**src/rtl/tetris_pkg.sv**
```systemverilog
// Shared types and constants for the playfield line-clear engine.
// Latency: n/a (definitions only).
// Backpressure: n/a (definitions only).
package tetris_pkg;

    // Default playfield geometry
    localparam int DEF_ROWS = 22;
    localparam int DEF_COLS = 10;
    localparam int DEF_CW   = 3;

    // Points awarded per clear size; anything above four lines pays the maximum
    localparam logic [15:0] SCORE_1 = 16'd40;
    localparam logic [15:0] SCORE_2 = 16'd100;
    localparam logic [15:0] SCORE_3 = 16'd300;
    localparam logic [15:0] SCORE_4 = 16'd1200;

    typedef enum logic [2:0] {
        S_IDLE,
        S_LOAD,
        S_SCAN,
        S_FILL,
        S_DONE
    } state_t;

    // Map a line count onto its score, saturating at the four-line value
    function automatic logic [15:0] score_for(input int unsigned n);
        if (n == 0)      return 16'd0;
        else if (n == 1) return SCORE_1;
        else if (n == 2) return SCORE_2;
        else if (n == 3) return SCORE_3;
        else             return SCORE_4;
    endfunction

endpackage

```
**src/rtl/row_full_detect.sv**
```systemverilog
// Flags a row whose every cell holds a nonzero colour.
// Latency: combinational.
// Backpressure: none.
module row_full_detect #(
    parameter int COLS = 10,
    parameter int CW   = 3
) (
    input  logic [COLS-1:0][CW-1:0] row,
    output logic                    full
);

    // Any empty cell disqualifies the row
    always_comb begin
        full = 1'b1;
        for (int c = 0; c < COLS; c++) begin
            if (row[c] == '0) full = 1'b0;
        end
    end

endmodule

```
**src/rtl/grid_clear_engine.sv**
```systemverilog
// Removes full rows from a playfield and compacts the survivors downward in place.
// Latency: 2 + ROWS + lines_cleared cycles from accepted start to the done pulse.
// Backpressure: none; start is only sampled while idle. GRID_CLEAR_SCORE_EN enables the score table.
module grid_clear_engine
    import tetris_pkg::*;
#(
    parameter int ROWS = DEF_ROWS,
    parameter int COLS = DEF_COLS,
    parameter int CW   = DEF_CW
) (
    input  logic                             clk,
    input  logic                             rst_n,
    input  logic                             start,
    input  logic [ROWS-1:0][COLS-1:0][CW-1:0] grid_in,
    output logic [ROWS-1:0][COLS-1:0][CW-1:0] grid_out,
    output logic                             busy,
    output logic                             done,
    output logic [$clog2(ROWS+1)-1:0]        lines_cleared,
    output logic [15:0]                      score_delta
);

    localparam int PW = (ROWS > 1) ? $clog2(ROWS) : 1;
    localparam int LW = $clog2(ROWS+1);
    localparam logic [PW-1:0] RMAX = PW'(ROWS-1);

    state_t state, next_state;

    logic [ROWS-1:0][COLS-1:0][CW-1:0] grid_q;
    logic [PW-1:0] rd, wr, rd_idx;
    logic [LW-1:0] cnt, cnt_d, lines_q;
    logic          row_full;

    // rd wraps below zero on the final scan step; clamp so the detector never indexes off the array
    assign rd_idx = (rd <= RMAX) ? rd : '0;

    row_full_detect #(
        .COLS (COLS),
        .CW   (CW)
    ) u_row_full (
        .row  (grid_q[rd_idx]),
        .full (row_full)
    );

    // Line count including the row being examined this cycle
    always_comb begin
        cnt_d = cnt;
        if (state == S_SCAN && row_full) cnt_d = cnt + LW'(1);
    end

    // State register
    always_ff @(posedge clk or negedge rst_n) begin
        if (!rst_n) state <= S_IDLE;
        else        state <= next_state;
    end

    // Next-state: scan ends on row 0; fill ends once row 0 has been blanked
    always_comb begin
        next_state = state;
        case (state)
            S_IDLE:  if (start) next_state = S_LOAD;
            S_LOAD:  next_state = S_SCAN;
            S_SCAN:  if (rd == '0) next_state = (cnt_d != '0) ? S_FILL : S_DONE;
            S_FILL:  if (wr == '0) next_state = S_DONE;
            S_DONE:  next_state = S_IDLE;
            default: next_state = S_IDLE;
        endcase
    end

    // Status outputs decoded from state
    always_comb begin
        busy = (state == S_LOAD) || (state == S_SCAN) || (state == S_FILL);
        done = (state == S_DONE);
    end

    // Working array, pointers and line counter; results latch on entry to DONE
    always_ff @(posedge clk or negedge rst_n) begin
        if (!rst_n) begin
            grid_q  <= '0;
            rd      <= RMAX;
            wr      <= RMAX;
            cnt     <= '0;
            lines_q <= '0;
        end else begin
            case (state)
                S_LOAD: begin
                    grid_q <= grid_in;
                    rd     <= RMAX;
                    wr     <= RMAX;
                    cnt    <= '0;
                end
                S_SCAN: begin
                    if (row_full) begin
                        cnt <= cnt_d;
                    end else begin
                        grid_q[wr] <= grid_q[rd_idx];
                        wr         <= wr - PW'(1);
                    end
                    rd <= rd - PW'(1);
                end
                S_FILL: begin
                    grid_q[wr] <= '0;
                    wr         <= wr - PW'(1);
                end
                default: ;
            endcase
            if (state != S_DONE && next_state == S_DONE) lines_q <= cnt_d;
        end
    end

    assign grid_out      = grid_q;
    assign lines_cleared = lines_q;

`ifdef GRID_CLEAR_SCORE_EN
    logic [15:0] score_q;

    // Score tracks the line count, latched alongside it on entry to DONE
    always_ff @(posedge clk or negedge rst_n) begin
        if (!rst_n) score_q <= '0;
        else if (state != S_DONE && next_state == S_DONE) score_q <= score_for(32'(cnt_d));
    end

    assign score_delta = score_q;
`else
    assign score_delta = 16'd0;
`endif

endmodule

```
**config.mk**
```make
export PLATFORM = sky130hd
export DESIGN_NAME = grid_clear_engine
export DESIGN_NICKNAME = d
export VERILOG_FILES = /design/src/rtl/tetris_pkg.sv /design/src/rtl/row_full_detect.sv /design/src/rtl/grid_clear_engine.sv
export SDC_FILE = /design/constraint.sdc
export NUM_CORES = 2
export LEC_CHECK = 0
export BUFFER_PORTS_ARGS = -buffer_cell sky130_fd_sc_hd__buf_2
export CAP_MARGIN = 25
export CORE_AREA = 2 2 528 530
export DETAILED_ROUTE_END_ITERATION = 7
export DIE_AREA = 0 0 530 532
export PLACE_DENSITY = 0.41
export SETUP_SLACK_MARGIN = 0.05
export SLEW_MARGIN = 40
export SYNTH_ARGS = -nofsm -noshare
export SYNTH_HDL_FRONTEND = slang
export SYNTH_SLANG_ARGS = --single-unit
```
**constraint.sdc**
```tcl
create_clock -name clk -period 7.7 [get_ports clk]
set_input_delay 0.385 -clock clk [delete_from_list [all_inputs] [get_ports clk]]
set_output_delay 0.385 -clock clk [all_outputs]
set_load 0.03 [all_outputs]
```
# Yosys cells after proc, flatten, opt, wreduce, memory -nomap -nowiden
# Index checks and enable logic that the tools add are counted.
# word_totals
ff_bits	683
inputBits	663
elab_cells	294
# op_classes
add_sub_neg	3
magnitude_cmp	4
n_eq_ne	8
n_mux	29
bitwise_logic	2
reduce_logical	23
# op_table
operator	n
$pmux W660 S3	1
$and A660 B660 Y660	1
$bwmux W660	1
$mux W660	1
$not A660 Y660	1
$bmux W30 S5	1
$demux W30 S5	1
$mux W30	2
$logic_not A3 Y1	11
$mux W5	4
$pmux W5 S2	2
$pmux W5 S3	1
$lt A5 B6 Y1 const B	2
$mux W3	4
$pmux W3 S4	1
$logic_not A5 Y1	2
$mux W1	10
$sub A5 B1 Y5 const B	2
$eq A3 B2 Y1 const B	2
$eq A3 B3 Y1 const B	2
$add A5 B1 Y5 const B	1
$ge A5 B1 Y1 const B	1
$le A5 B5 Y1 const B	1
$reduce_bool A5 Y1	1
8 further kinds	13

# Longest topological paths before layout
# depth
word_depth	23
ltp_mapped	22
ltp_nobuf	13

# Cells and area by module
# Synthesis repeated with hierarchy kept, for this count alone.
# hier_totals
cells_unflattened	5641
area_unflattened_um2	45090.7
# by_module_without_submodules
module	instances	cells_per_inst	area_each_um2	seq_area_each_um2
grid_clear_engine	1	5625	45009.4	17098.9
row_full_detect	1	16	81.3	0.0

# Least setup slack after synthesis
# OpenSTA, ideal clock, no wires.
# synth_path
kind	register to register
from	register rd[1]
to	register grid_q, in the netlist grid_out[468]
setup_time_ps	121
arrival_time_ps	4441
slack_ps	3138
path_stages_with_launch	17
path_buffers	4
synth_period_minus_slack_ps	4562
cell_sequence	dfrtp_1 -> clkbuf_1 -> buf_2 -> inv_2 -> ha_1 -> o311ai_2 -> mux4_2 -> o2bb2ai_1 -> o32a_1 -> or2_1 -> o32ai_1 -> a2111oi_4 -> a21oi_2 -> buf_2 -> nand2_1 -> buf_2 -> a22o_1
# synth_via
elab_chain_len	17
elab_cells_between_ends	29
classes_between	order compare (1); eq/ne (1); mux (16); reduce/logical (11)
# synth_rtl
element	line_no	rtl
start: declaration	grid_clear_engine.sv:29	logic [PW-1:0] rd, wr, rd_idx;
start signal: assignment	grid_clear_engine.sv:98	rd <= rd - PW'(1);
$le A5 B5 Y1	grid_clear_engine.sv:34	assign rd_idx = (rd <= RMAX) ? rd : '0;
$mux W5 *	grid_clear_engine.sv:34	
$bmux W30 S5 *	grid_clear_engine.sv:40, grid_clear_engine.sv:95	
$mux W30 (implied by the code) *	grid_clear_engine.sv:40, grid_clear_engine.sv:95	
$logic_not A3 Y1	row_full_detect.sv:16	if (row[c] == '0) full = 1'b0;
$mux W1 (10 in series)	row_full_detect.sv:16	
$ne A2 B2 Y1 (no source line)	--	
$reduce_and A2 Y1 (no source line)	--	
end signal: assignment	grid_clear_engine.sv:86	grid_q <= grid_in;
end signal: indexed assignment	grid_clear_engine.sv:95	grid_q[wr] <= grid_q[rd_idx];
end: declaration	grid_clear_engine.sv:28	logic [ROWS-1:0][COLS-1:0][CW-1:0] grid_q;
# Mark *: on every way between the ends. The rest lies on a longest branch, timed or not. The select of a mux whose other input is x is not followed.
# A chain may end at the register's enable or synchronous reset.

# Final worst setup path
# layout_path
from	register rd[0]
to	register grid_q, in the netlist grid_out[55]
# Same word-level chain as after synthesis.

==> results.toml <==
[outcome]
status = "complete, no violations"

[setup_path]
r2r-start = "rd[0]"
rrSetupSlack_ps = 410
critical_path_class = "flip-flop to flip-flop"
crit_slowest_cell = "nor2b_4"
path_common_cell = "buf_4"
cp-start-kind = "flip-flop"
path_cells = "ha_1 > nor2b_4 > o21a_4 > buf_12 > buf_4 > mux2i_1 > o22ai_1 > o22ai_1 > o211ai_1 > o221ai_1 > a2111oi_4 > buf_4 > a21oi_4 > buf_4 > buf_4 > nand2_2 > buf_4 > a22o_1"
cp.required_ps = 8340
r2r_end = "grid_out[55]"
rr_worst_depth = 18
critPathCaptureType = "flip-flop"
cpPeakStageDelay_ps = 680
worstPathMaxFanout = 31
worst_ep_arrival_time_ps = 7930

[floorplanning]
num_rows = 193
die-area_mm2 = 0.282
ios = 1346
die_width_um = 530
initial_utilization_pct = 13.4
fp.dieH_um = 532
design.core.area_mm2 = 0.276

[synth]
synth_top_area_cell = "dfrtp_1"
synth-seq-cells = 683
synthArstFlopShare_pct = 100
yosysWarnings = 0
synth.avg_cell_area_um2 = 10.1
ys.flop_type = "dfrtp_1"
synth_edf_count = 0
ys_top_cells_by_area = "dfrtp_1 (46%), o2bb2ai_1 (13%), a22oi_1 (12%)"
yosys.area.top_type_share_pct = 45.9
syn_inst = 3665
ys_seq_area_share_pct = 46.3
synth_cell_types = 80
netlist_area_mm2 = 0.0369

[route]
first_pass_iters = 8
dr.first_iter.drc_count = 5516
vias_per_cell = 4.91
avgRoutedWirePerCell_um = 44.5
drt.antenna.violating_nets = 0
post-route-drc-count = 0
vias = 45866
routed_wl_mm = 416

[hold_path]
whs_endpoint = "grid_out[446]"
hold_path.class = "input pin to flip-flop"
hp-start = "grid_in[446]"
hold_depth = 3

[timing]
rsz0062_at_grt = "no"
setup_violations = 0
fin_crit_ps = 7290
finalHoldViolations = 0
layout_setup_ws_ps = 408
maxSlewHeadroom_pct = 34.5
fin_skew_ps = 69.8
drv_slew = 0
tightest_slew_ps = 972
period_share_pct = 94.7
hold_slack_ps = 38.0
fmax_mhz = 137
setup_tns_ps = 0

[global_route]
antenna_found_initial = 108
grt.overflow.total = 0
use_met2_pct = 42.1
met3_usage_pct = 10.9
use_met1_pct = 35.2
busiest_layer = "met2"
grt_max_degree = 161
grt_pass1_wl_mm = 517
track_usage_pct = 28.3
grt_pass1_vias = 45651

[clock_tree]
post_cts_resized = 0
cts_tree = "built"
cts_sinks = 683
hold_buffers = 640
postCtsSetupBuffers = 0
cts-root-buf = "clkbuf_16"
insertion_delay_ps = 800
clk_pin_slew_worst_paths_ps = 70
cts_buffers = 95
htreeDepth = 3
cts.path.max_buffers = 3

[layout]
layout_common_cells = "buf_2 (1331), dfrtp_1 (676), dlygate4sd3_1 (640), a22oi_1 (579), o2bb2ai_1 (528)"
area_growth_syn_to_layout_pct = 59.9
final_common_cell = "buf_2"
n_fill_cell = 30501
drive_above_1_share_pct = 33.5
nNetsFinal = 6164
instances_no_fill = 9340

[placed_design]
pre_cts_slack_ps = 573
placedCellCount = 8458
place.gp.congestion = 0.930
dp.final_hpwl_mm = 329
numPortBuffers = 1329

[run]
maxCapViolations = 0
## worst max-delay path by stage
stage / startpoint / endpoint / slack, ps / cells after the start
4_1_cts: rd[0] / grid_out[55] / 490 / 18
3_5_place_dp: rd[0] / grid_out[55] / 570 / 18
6_report: rd[0] / grid_out[55] / 410 / 18
2_1_floorplan: rd[1] / grid_out[468] / 3140 / 16
3_3_place_gp: rd[0] / grid_out[67] / 520 / 14
5_1_grt: rd[0] / grid_out[55] / 250 / 18
## state kept, by name, indices dropped and copies added, names as in the netlist
signal and count:
grid_out 660, rd 5, lines_cleared 5, cnt 5
wr 5, state 3
## logic make-up after synthesis
family | count (synthesis) | share of synthesized area (%)
xor gates and xnor gates | 4 | 0.0948
adders and majority gates | 8 | 0.271
and+or+nand+nor | 598 | 7.08
DFF | 683 | 46.3
buffers and inverters | 475 | 5.58
AOI/OAI and AO/OA | 1765 | 36.7
other | 1 | 0.0102
muxes | 131 | 3.98
## layer usage
layer	up-vias	part of all wire [%]
met5	-	0.016
met4	12	6.2
met3	723	11
met1	23718	41
met2	3229	42
li1	18184	-
## layout make-up
class,instances,area (um^2),area share (%)
diodes,64,160,0.271
flip-flops and latches,683,17100,29.0
well taps,3705,4640,7.85
clock inverters,46,539,0.913
repair buffers,2179,15100,25.6
multi-input cells,2522,18700,31.7
clock buffers,129,2740,4.63
inverters,12,45.0,0.0762
## per-stage QoR
step | cell area (um^2) | utilization (%)
after floorplan | 37000 | -
after detailed placement | 49200 | 17.8
after global routing | 59000 | 21.4
after global placement | 48700 | 17.6
after CTS | 58800 | 21.3
final | 59100 | 21.4
## worst max-delay path: cells and delay by family (launching register included)
family / cells / cell delay (ps)
AOI/OAI and AO/OA: 8 / 2920
DFF: 1 / 610
buffers and inverters: 6 / 1720
muxes: 1 / 600
adders and majority gates: 1 / 400
and+or+nand+nor: 2 / 740
## Yosys cell counts, types with 5 or more instances
library cell and count:
mux4_2 11, and2_1 9, o22ai_1 30, inv_1 10, or3_1 6, nor2_1 58
o21ai_0 189, o211a_1 7, a221oi_1 55, and3_1 12, buf_2 119, nor3b_1 5
a311oi_1 5, a31oi_1 24, o211ai_1 11, nor2b_1 18, nand2_1 372, o32ai_1 21
a211oi_1 24, nor3_1 30, nand3_1 44, o21ai_1 7, a221o_1 7, o21a_1 5
nand2b_1 10, a21o_1 22, o2bb2ai_1 528, o31ai_1 6, a211o_1 6, buf_4 32
a22oi_1 580, mux2i_1 104, a32o_1 9, nor4_1 8, mux2_2 15, dfrtp_1 677
clkbuf_1 279, buf_1 32, dfstp_2 6, o221ai_1 10, a21oi_1 77, a22o_1 104
ha_1 8
Power is not shown: default switching activity piles up to over one toggle a cycle in this logic, so the estimate is an artifact.
